==> config.mk <==
export PLATFORM = sky130hd
export DESIGN_NAME = adder_pipe
export DESIGN_NICKNAME = d
export VERILOG_FILES = /design/src/rtl/adder_pipe_pkg.sv /design/src/rtl/adder_pipe_slot.sv /design/src/rtl/adder_pipe.sv
export SDC_FILE = /design/constraint.sdc
export NUM_CORES = 1
export LEC_CHECK = 0
export CAP_MARGIN = 15
export CORE_AREA = 2 2 68 70
export CTS_CLUSTER_SIZE = 24
export DETAILED_ROUTE_END_ITERATION = 12
export DIE_AREA = 0 0 70 72
export GPL_ROUTABILITY_DRIVEN = 0
export PLACE_DENSITY = 0.71
export SYNTH_ARGS = -nofsm -noshare
export SYNTH_HDL_FRONTEND = slang
export SYNTH_HIERARCHICAL = 1
export SYNTH_SLANG_ARGS = --single-unit
export TNS_END_PERCENT = 5
==> constraint.sdc <==
create_clock -name clk -period 2 [get_ports clk]
set_input_delay 0.2 -clock clk [delete_from_list [all_inputs] [get_ports clk]]
set_output_delay 0.2 -clock clk [all_outputs]
set_load 0.005 [all_outputs]
==> src/rtl/adder_pipe_pkg.sv <==
// Shared types and default sizes for the pipelined add/subtract stage.
package adder_pipe_pkg;

  typedef enum logic {
    OP_ADD = 1'b0,
    OP_SUB = 1'b1
  } op_e;

  localparam int unsigned DEF_WIDTH  = 8;
  localparam int unsigned DEF_STAGES = 2;
  localparam int unsigned DEF_TAG_W  = 4;

  // Default-sized slot; adder_pipe builds its own WIDTH/TAG_W variant of this
  // layout and hands it to adder_pipe_slot as a type parameter.
  typedef struct packed {
    logic                 vld;
    logic [DEF_WIDTH:0]   c;
    logic [DEF_TAG_W-1:0] tag;
  } slot_def_t;

endpackage

==> src/rtl/adder_pipe_slot.sv <==
// One pipeline register slot {vld, c, tag}; payload only changes on load.
module adder_pipe_slot
  import adder_pipe_pkg::*;
#(
  parameter type slot_t = slot_def_t
) (
  input  logic  clk,
  input  logic  rst_n,
  input  logic  load_i,
  input  logic  adv_i,
  input  slot_t d_i,
  output slot_t q_o
);

  slot_t slot_q, slot_d;

  always_comb begin
    slot_d = slot_q;
    if (load_i) begin
      slot_d     = d_i;
      slot_d.vld = 1'b1;
    end else if (adv_i) begin
      slot_d.vld = 1'b0;
    end
  end

  always_ff @(posedge clk or negedge rst_n) begin
    if (!rst_n) begin
      slot_q <= '0;
    end else begin
      slot_q <= slot_d;
    end
  end

  assign q_o = slot_q;

endmodule

==> src/rtl/adder_pipe.sv <==
// Pipelined WIDTH-bit add/subtract with valid/ready on both sides and a tag.
// Define ADDER_PIPE_SAT_EN for saturating results (c[WIDTH] becomes the flag).
module adder_pipe
  import adder_pipe_pkg::*;
#(
  parameter int unsigned WIDTH  = DEF_WIDTH,
  parameter int unsigned STAGES = DEF_STAGES,
  parameter int unsigned TAG_W  = DEF_TAG_W
) (
  input  logic             clk,
  input  logic             rst_n,
  input  logic             valid_in,
  output logic             ready_in,
  input  logic             op,
  input  logic [WIDTH-1:0] a,
  input  logic [WIDTH-1:0] b,
  input  logic [TAG_W-1:0] tag_in,
  output logic             valid_out,
  input  logic             ready_out,
  output logic [WIDTH:0]   c,
  output logic [TAG_W-1:0] tag_out,
  output logic             busy
);

  typedef struct packed {
    logic             vld;
    logic [WIDTH:0]   c;
    logic [TAG_W-1:0] tag;
  } slot_t;

  logic [WIDTH:0]    sum, diff, result;
  slot_t             head;
  slot_t             slot_q [STAGES];
  logic [STAGES-1:0] vld, adv, load;
  logic              rdy_chain;

  always_comb begin
    sum    = {1'b0, a} + {1'b0, b};
    diff   = {1'b0, a} - {1'b0, b};
    result = '0;
`ifdef ADDER_PIPE_SAT_EN
    unique case (op_e'(op))
      OP_ADD:  result = sum[WIDTH]  ? '1 : sum;
      OP_SUB:  result = diff[WIDTH] ? {1'b1, {WIDTH{1'b0}}} : diff;
      default: result = '0;
    endcase
`else
    unique case (op_e'(op))
      OP_ADD:  result = sum;
      OP_SUB:  result = diff;
      default: result = '0;
    endcase
`endif
  end

  always_comb begin
    head     = '0;
    head.vld = 1'b1;
    head.c   = result;
    head.tag = tag_in;
  end

  // Walk from the output back to slot 0: a slot can take new data when it is
  // empty or its occupant is leaving this cycle.
  always_comb begin
    rdy_chain = ready_out;
    adv       = '0;
    for (int unsigned i = 0; i < STAGES; i++) begin
      adv[STAGES-1-i] = vld[STAGES-1-i] & rdy_chain;
      rdy_chain       = ~vld[STAGES-1-i] | rdy_chain;
    end
  end

  assign ready_in = rdy_chain;

  for (genvar k = 0; k < STAGES; k++) begin : g_slot
    assign vld[k] = slot_q[k].vld;
    if (k == 0) begin : g_head
      assign load[k] = valid_in & rdy_chain;
      adder_pipe_slot #(
        .slot_t(slot_t)
      ) u_slot (
        .clk    (clk),
        .rst_n  (rst_n),
        .load_i (load[k]),
        .adv_i  (adv[k]),
        .d_i    (head),
        .q_o    (slot_q[k])
      );
    end else begin : g_body
      assign load[k] = adv[k-1];
      adder_pipe_slot #(
        .slot_t(slot_t)
      ) u_slot (
        .clk    (clk),
        .rst_n  (rst_n),
        .load_i (load[k]),
        .adv_i  (adv[k]),
        .d_i    (slot_q[k-1]),
        .q_o    (slot_q[k])
      );
    end
  end

  assign valid_out = slot_q[STAGES-1].vld;
  assign c         = slot_q[STAGES-1].c;
  assign tag_out   = slot_q[STAGES-1].tag;
  assign busy      = |vld;

endmodule

==> flow_summary.html <==
<table>
<tr><th>Metric</th><th>Value</th></tr>
<tr><th colspan="2">Die</th></tr>
<tr><td>Initial core utilization</td><td>38.35%</td></tr>
<tr><td>Ports</td><td>41</td></tr>
<tr><td>Core Footprint</td><td>4264 um^2</td></tr>
<tr><td>Die Wd</td><td>70 um</td></tr>
<tr><td>Floorplan die area</td><td>5040 um^2</td></tr>
<tr><td>Number of core rows</td><td>24</td></tr>
<tr><td>Vert. Die Dim</td><td>72 um</td></tr>
<tr><th colspan="2">Timing</th></tr>
<tr><td>Number of max-slew violations in the final report</td><td>0</td></tr>
<tr><td>Relative slew slack</td><td>76.61%</td></tr>
<tr><td>Final worst-path cycle share</td><td>96.73%</td></tr>
<tr><td>Worst Tran Pin Value</td><td>350.9 ps</td></tr>
<tr><td>Final critical-path required period</td><td>1935 ps</td></tr>
<tr><td>Worst setup skew after layout</td><td>7.079 ps</td></tr>
<tr><td>Final setup violation count</td><td>0</td></tr>
<tr><td>Achievable frequency</td><td>0.5169 GHz</td></tr>
<tr><td>Worst Slack Setup Final</td><td>65.48 ps</td></tr>
<tr><td>Final hold vios</td><td>0</td></tr>
<tr><th colspan="2">Worst setup path</th></tr>
<tr><td>Cell repeated most along the worst path</td><td>mux2_4</td></tr>
<tr><td>Max Fanout on Critical Path</td><td>2</td></tr>
<tr><td>Type of element launching the critical path</td><td>input pin</td></tr>
<tr><td>Worst Reg-to-Reg Cells</td><td>4</td></tr>
<tr><td>Reg2Reg Launch Point</td><td>g_slot[1].g_body.u_slot/q_o[13]</td></tr>
<tr><td>Buffers and inverters on the worst path</td><td>2</td></tr>
<tr><td>Data arrival time of the critical path</td><td>2100 ps</td></tr>
<tr><td>Worst r2r dst</td><td>g_slot[0].g_head.u_slot/q_o[3]</td></tr>
<tr><td>Library cell contributing the largest single delay on the critical path</td><td>fa_2</td></tr>
<tr><td>Worst setup EP type</td><td>flop</td></tr>
<tr><td>Crit Path Category</td><td>in2reg</td></tr>
<tr><td>Critical Path, Cell by Cell</td><td>buf_4, inv_12, ha_4, mux2_4, fa_2, nor2b_4, o2111ai_2, a32oi_2, xnor2_1, mux2_4</td></tr>
<tr><td>Reg2Reg Setup Slack</td><td>650 ps</td></tr>
<tr><td>Worst EP required</td><td>2160 ps</td></tr>
<tr><td>CP delay by family, top</td><td>adder cells</td></tr>
<tr><td>Slowest Stage Delay on Critical Path</td><td>390 ps</td></tr>
<tr><th colspan="2">Place</th></tr>
<tr><td>Detailed-placement wirelength estimate</td><td>2465 um</td></tr>
<tr><td>Pre-CTS setup slack</td><td>-769.2 ps</td></tr>
<tr><td>Placed Cells incl. Taps</td><td>248</td></tr>
<tr><td>IO Port Bufs</td><td>40</td></tr>
<tr><th colspan="2">Status</th></tr>
<tr><td>Result of the run</td><td>finished clean</td></tr>
<tr><th colspan="2">Clock network</th></tr>
<tr><td>Clock tree from TritonCTS</td><td>yes</td></tr>
<tr><td>Worst-path clk slew</td><td>100 ps</td></tr>
<tr><td>Insertion delay of the later-clocked pin in the worst-skew pair</td><td>280 ps</td></tr>
<tr><td>H-Tree Level Count</td><td>1</td></tr>
<tr><td>Clock Root Buffer</td><td>clkbuf_8</td></tr>
<tr><td>Number of clock sinks seen by CTS</td><td>28</td></tr>
<tr><td>Buffers from clock root to sink, at most</td><td>2</td></tr>
<tr><td>TritonCTS Buffers</td><td>3</td></tr>
<tr><th colspan="2">Route</th></tr>
<tr><td>Pre-antenna DRT Iters</td><td>2</td></tr>
<tr><td>Routed Antenna Nets</td><td>0</td></tr>
<tr><td>Final routed DRC violation total</td><td>0</td></tr>
<tr><td>Total number of vias</td><td>1,218</td></tr>
<tr><td>First DRT Iteration DRCs</td><td>50</td></tr>
<tr><td>DR vias/cell</td><td>4.739</td></tr>
<tr><td>Final wirelength</td><td>3153 um</td></tr>
<tr><td>Average routed wire per standard cell</td><td>12.27 um</td></tr>
<tr><th colspan="2">Power and ir drop</th></tr>
<tr><td>Leakage power</td><td>1.079 nW</td></tr>
<tr><td>Comb power frac</td><td>44.9%</td></tr>
<tr><td>Clock network fraction of total power</td><td>17.2%</td></tr>
<tr><td>Switching pwr</td><td>0.0007006 W</td></tr>
<tr><td>Peak ir drop on the vdd network</td><td>0.3465 mV</td></tr>
<tr><td>Part of the total power dissipated in sequential elements</td><td>38.0%</td></tr>
<tr><td>Cell internal power dissipation</td><td>0.001872 W</td></tr>
<tr><td>Net switching fraction of the power</td><td>27.23%</td></tr>
<tr><td>PD cells</td><td>1077 nW/um^2</td></tr>
<tr><th colspan="2">GRT</th></tr>
<tr><td>Pin count of the biggest net entering global routing</td><td>29</td></tr>
<tr><td>Vias in the first global route</td><td>1,246</td></tr>
<tr><td>First-pass GRT wire length</td><td>5416 um</td></tr>
<tr><td>Remaining global-route overflow</td><td>0</td></tr>
<tr><td>Number of antenna violations at the first check in global routing</td><td>0</td></tr>
<tr><td>Global-route usage over all layers</td><td>13.14%</td></tr>
<tr><th colspan="2">Worst hold path</th></tr>
<tr><td>Kind of path behind the tightest hold check</td><td>in2async</td></tr>
<tr><th colspan="2">Synth</th></tr>
<tr><td>Total standard cell area after synthesis</td><td>1635 um^2</td></tr>
<tr><td>Average size of a mapped cell</td><td>11.85 um^2</td></tr>
<tr><td>Mapped Nets</td><td>173</td></tr>
<tr><td>Post-Synthesis Cells</td><td>138</td></tr>
<tr><td>Number of synthesis warnings</td><td>6</td></tr>
<tr><th colspan="2">Finish</th></tr>
<tr><td>Diode count</td><td>0</td></tr>
<tr><td>Number of nets in the layout</td><td>241</td></tr>
<tr><td>Post-route insts no fill</td><td>257</td></tr>
<tr><td>Fraction of layout instances using a drive strength above 1</td><td>40.98%</td></tr>
<tr><td>Layout area overhead</td><td>46.14%</td></tr>
<tr><th colspan="2">Job</th></tr>
<tr><td>Number of violations of the max-capacitance limit</td><td>0</td></tr>
</table>
timing repair:
| item | CTS | global route |
|---|---|---|
| resized for setup | 14 | 20 |
| buffers inserted | 2 | 3 |
| endpoints found under the setup margin | 8 | 3 |
| hold buffers | 0 | 0 |
| pin swaps | 6 | 16 |
cell usage in the layout, fill, tap and decap left out, types with 3 or more instances in the layout:
cell	n
buf_4	27
clkdlybuf4s50_1	32
clkbuf_8	3
xnor2_1	8
clkbuf_2	3
mux2_2	25
inv_1	9
nor2_1	7
ha_1	6
dfrtp_1	28
xor2_1	3
stage by stage:
stage	total power [W]	hold WS, ps	utilization [%]	area [um^2]	TNS [ps]
after floorplan	0.001598	-95.59	-	1670	-1.841
after global placement	0.002087	483.6	52.99	2260	-4407
final	0.002573	283.1	56.04	2390	0
after detailed placement	0.002141	493.6	52.99	2260	-4575
after global routing	0.002745	338.3	56.04	2390	-7.880
after CTS	0.002589	292.5	54.72	2333	0
flip-flops by register name, indices dropped and copies added (netlist names):
register and count:
g_slot.g_body.u_slot/q_o 14, g_slot.g_head.u_slot/q_o 14
power by group through the flow:
stage               Combinational, W  Sequential, W  Clock, W
global route                 0.00125        0.00101  0.000480
finish                       0.00115       0.000977  0.000441
floorplan                   0.000628       0.000970         0
global placement             0.00112       0.000971         0
detailed placement           0.00114       0.000997         0
CTS                          0.00115       0.000984  0.000454
worst reg2reg max path: stages, from the launching register on:
cell and delay [ps]:
dfrtp_1 430, nand3_1 100, and2_1 130, buf_4 220, mux2_2 360
area by class of cell:
class	instances	area [um^2]
Clock buffer	3	41.29
Clock inverter	1	30.03
Fill cell	367	1874
Inverter	12	57.56
Multi-Input combinational cell	95	918.4
Sequential cell	28	700.7
Tap cell	52	65.06
Timing Repair Buffer	66	576.8
worst max path at each step:
| stage | slack, ps | from | endpoint | depth (start not counted) |
|---|---|---|---|---|
| floorplan | -2 | b[1] | g_slot[0].g_head.u_slot/q_o[12] | 9 |
| global placement | -720 | b[1] | g_slot[0].g_head.u_slot/q_o[12] | 10 |
| detailed placement | -770 | b[1] | g_slot[0].g_head.u_slot/q_o[12] | 10 |
| CTS | 0.7 | b[5] | g_slot[0].g_head.u_slot/q_o[11] | 10 |
| global route | -8 | op | g_slot[0].g_head.u_slot/q_o[11] | 10 |
| finish | 70 | b[1] | g_slot[0].g_head.u_slot/q_o[12] | 10 |
layer usage:
layer	vias up	track usage [%]	wire length, um
li1	611	-	-
met1	568	15.92	1351
met2	33	23.49	1610
met3	6	1.806	129
met4	0	5.769	61
met5	-	0	0
Note: power is estimated with default switching activity, not from simulation.
==> variant (same flow settings) <==
Build with the macro `ADDER_PIPE_SAT_EN` defined.
--- a/src/rtl/adder_pipe.sv
+++ b/src/rtl/adder_pipe.sv
@@ -1,4 +1,6 @@
 // Pipelined WIDTH-bit add/subtract with valid/ready on both sides and a tag.
 // Define ADDER_PIPE_SAT_EN for saturating results (c[WIDTH] becomes the flag).
+`define ADDER_PIPE_SAT_EN
+
 module adder_pipe
   import adder_pipe_pkg::*;
Function: changed (a bounded check fails within 4 cycles, from zero or initial values and one cycle with rst_n low).
==> variant against the original RTL <==
- total power decreased by 1.6%
- sequential cell count unchanged
- cell area increased by 26%
- count of clock-buffer cells in the layout unchanged
- area after synthesis increased by 23%
- wire length increased by 48%
- clock skew decreased by 0.0038 ns
- global-route usage increased by 5.8 points
- die area unchanged
- worst setup slack got worse by 0.0049 ns
==> variant: results (changes against the original RTL) <==
Clock network
The clock input transition at the sequential cells of the worst setup and hold paths is 0.08 ns (-0.02 ns). The maximum clock insertion buffer count was 2 (unchanged). The number of CTS-inserted buffers came to 3 (unchanged).

At the later pin of the worst-skew pair, clock insertion delay measures 0.27 ns. The cell at the root of the clock tree is sky130_fd_sc_hd__clkbuf_8. The maximum level of the CTS H-tree is 1 (unchanged).

GRT
The first-pass GRT wire length is 7.755 mm (+43%). The via count of the first global-routing pass is 1731 (+39%). The pin count of the biggest net entering global routing is 29 (unchanged). The number of antenna violations at the first check in global routing is 0 (unchanged).

The total global routing track utilization came to 0.1898 (+0.05836).

Pwr
The leakage power of the design is 1.362 nW (+26%). The highest ir drop seen on vdd is 0.0007150 V (+110%).

Detailed routing
The mean number of vias per cell is 5.303 (+12%). The number of iterations in the first detailed-routing pass is 4 (+2). The count of routing violations after the opening detailed-route iteration came to 86 (+72%). The detailed-route wire length came to 4.672 mm (+48%).

Placement
The count of buffers from port buffering is 40 (unchanged). The half-perimeter wire length after detailed placement is 3.459 mm (+40%). The worst slack after detailed placement is -0.6011 ns (+0.1681 ns).

STA
The worst setup skew after layout is 0.003266 ns (-0.003814 ns). The worst slew slack as a fraction of its limit is 0.7279 (-0.03812).

Final layout
The antenna diode count is 0 (unchanged). The ratio of cells with drive above 1 in the final layout was 0.4649 (+0.05519). The net count of the finished layout is 317 (+32%).

Setup path
The largest fanout on the critical path is 4 (+2). The worst register-to-register path begins at g_slot[1].g_body.u_slot/q_o[13]. The worst endpoint data arrival time is 2.15 ns (+0.05 ns). The most critical setup path has its startpoint at a[0].

Status
The run finished with clean final reports.

Yosys
The number of warning messages in the yosys log came to 6 (unchanged). The synthesized net count is 234 (+35%).

Worst hold path
The tightest min-delay check is of the primary input to async pin type.
variant: changes by cell type in the layout (fill, tap and decap cells not counted), sizes merged, moves of 5 or more:
cell           change
buf               +20
clkdlybuf4s50      -8
dlygate4sd2        +5
ha                 +8
inv                +6
o21ai              +6
xnor2              -8
variant: power breakdown:
group / internal (W) / total, W / switching, W
Sequential: 0.000818 / 0.000954 / 0.000136
Clock: 0.000135 / 0.000288 / 0.000153
Combinational: 0.000820 / 0.00129 / 0.000471
Total: 0.00177 / 0.00253 / 0.000760
variant: stage by stage:
stage / TNS (ns) / instances / cell area (um^2)
after floorplan: 0 / 190 / 2019
after detailed placement: -5.069 / 318 / 2753
after global routing: -0.01384 / 323 / 3003
after global placement: -4.836 / 318 / 2753
after CTS: 0 / 323 / 2953
final: 0 / 323 / 3003
variant: timing repair:
| item | in CTS | in global routing |
|---|---|---|
| buffers inserted | 2 | 0 |
| gates resized for setup | 52 | 23 |
| endpoints found under the setup margin | 9 | 9 |
| pin swaps | 16 | 12 |
| hold buffers | 0 | 0 |
variant: cell type report:
type,instances,area [um^2]
timing repair buffer,85,728.2
tap,52,65.06
multi-input combinational,137,1400
inverter,18,67.56
fill,341,1261
clock buffer,3,41.29
sequential,28,700.7
variant: critical path, stage by stage:
cell and delay (ns):
sky130_fd_sc_hd__buf_2 0.12, sky130_fd_sc_hd__inv_2 0.04, sky130_fd_sc_hd__ha_2 0.16, sky130_fd_sc_hd__fa_2 0.34, sky130_fd_sc_hd__and2b_2 0.27, sky130_fd_sc_hd__o31ai_4 0.09, sky130_fd_sc_hd__a211oi_4 0.30, sky130_fd_sc_hd__or3b_1 0.38
sky130_fd_sc_hd__nand4_1 0.11, sky130_fd_sc_hd__mux2_4 0.15
variant: final timing paths:
| path | slack (ns) | end | cells past startpoint |
|---|---|---|---|
| min reg2reg | 0.51 | g_slot[1].g_body.u_slot/q_o[7] | 1 |
| max | 0.06 | g_slot[0].g_head.u_slot/q_o[11] | 10 |
| max reg2reg | 0.64 | g_slot[0].g_head.u_slot/q_o[8] | 4 |
| max in group asynchronous | 1.45 | g_slot[0].g_head.u_slot/q_o[2] | 2 |
| min in group clk | 0.51 | g_slot[1].g_body.u_slot/q_o[7] | 1 |
| min | 0.30 | g_slot[0].g_head.u_slot/q_o[3] | 2 |
variant: metal layers:
metal	routed length [um]	share of wire	GRT usage	vias to the layer above
met1	2113	0.45	0.2484	817
met4	35	0.0075	0.02991	0
met2	2349	0.50	0.3386	44
li1	-	-	-	846
met3	174	0.037	0.03333	6
met5	0	0	0	-
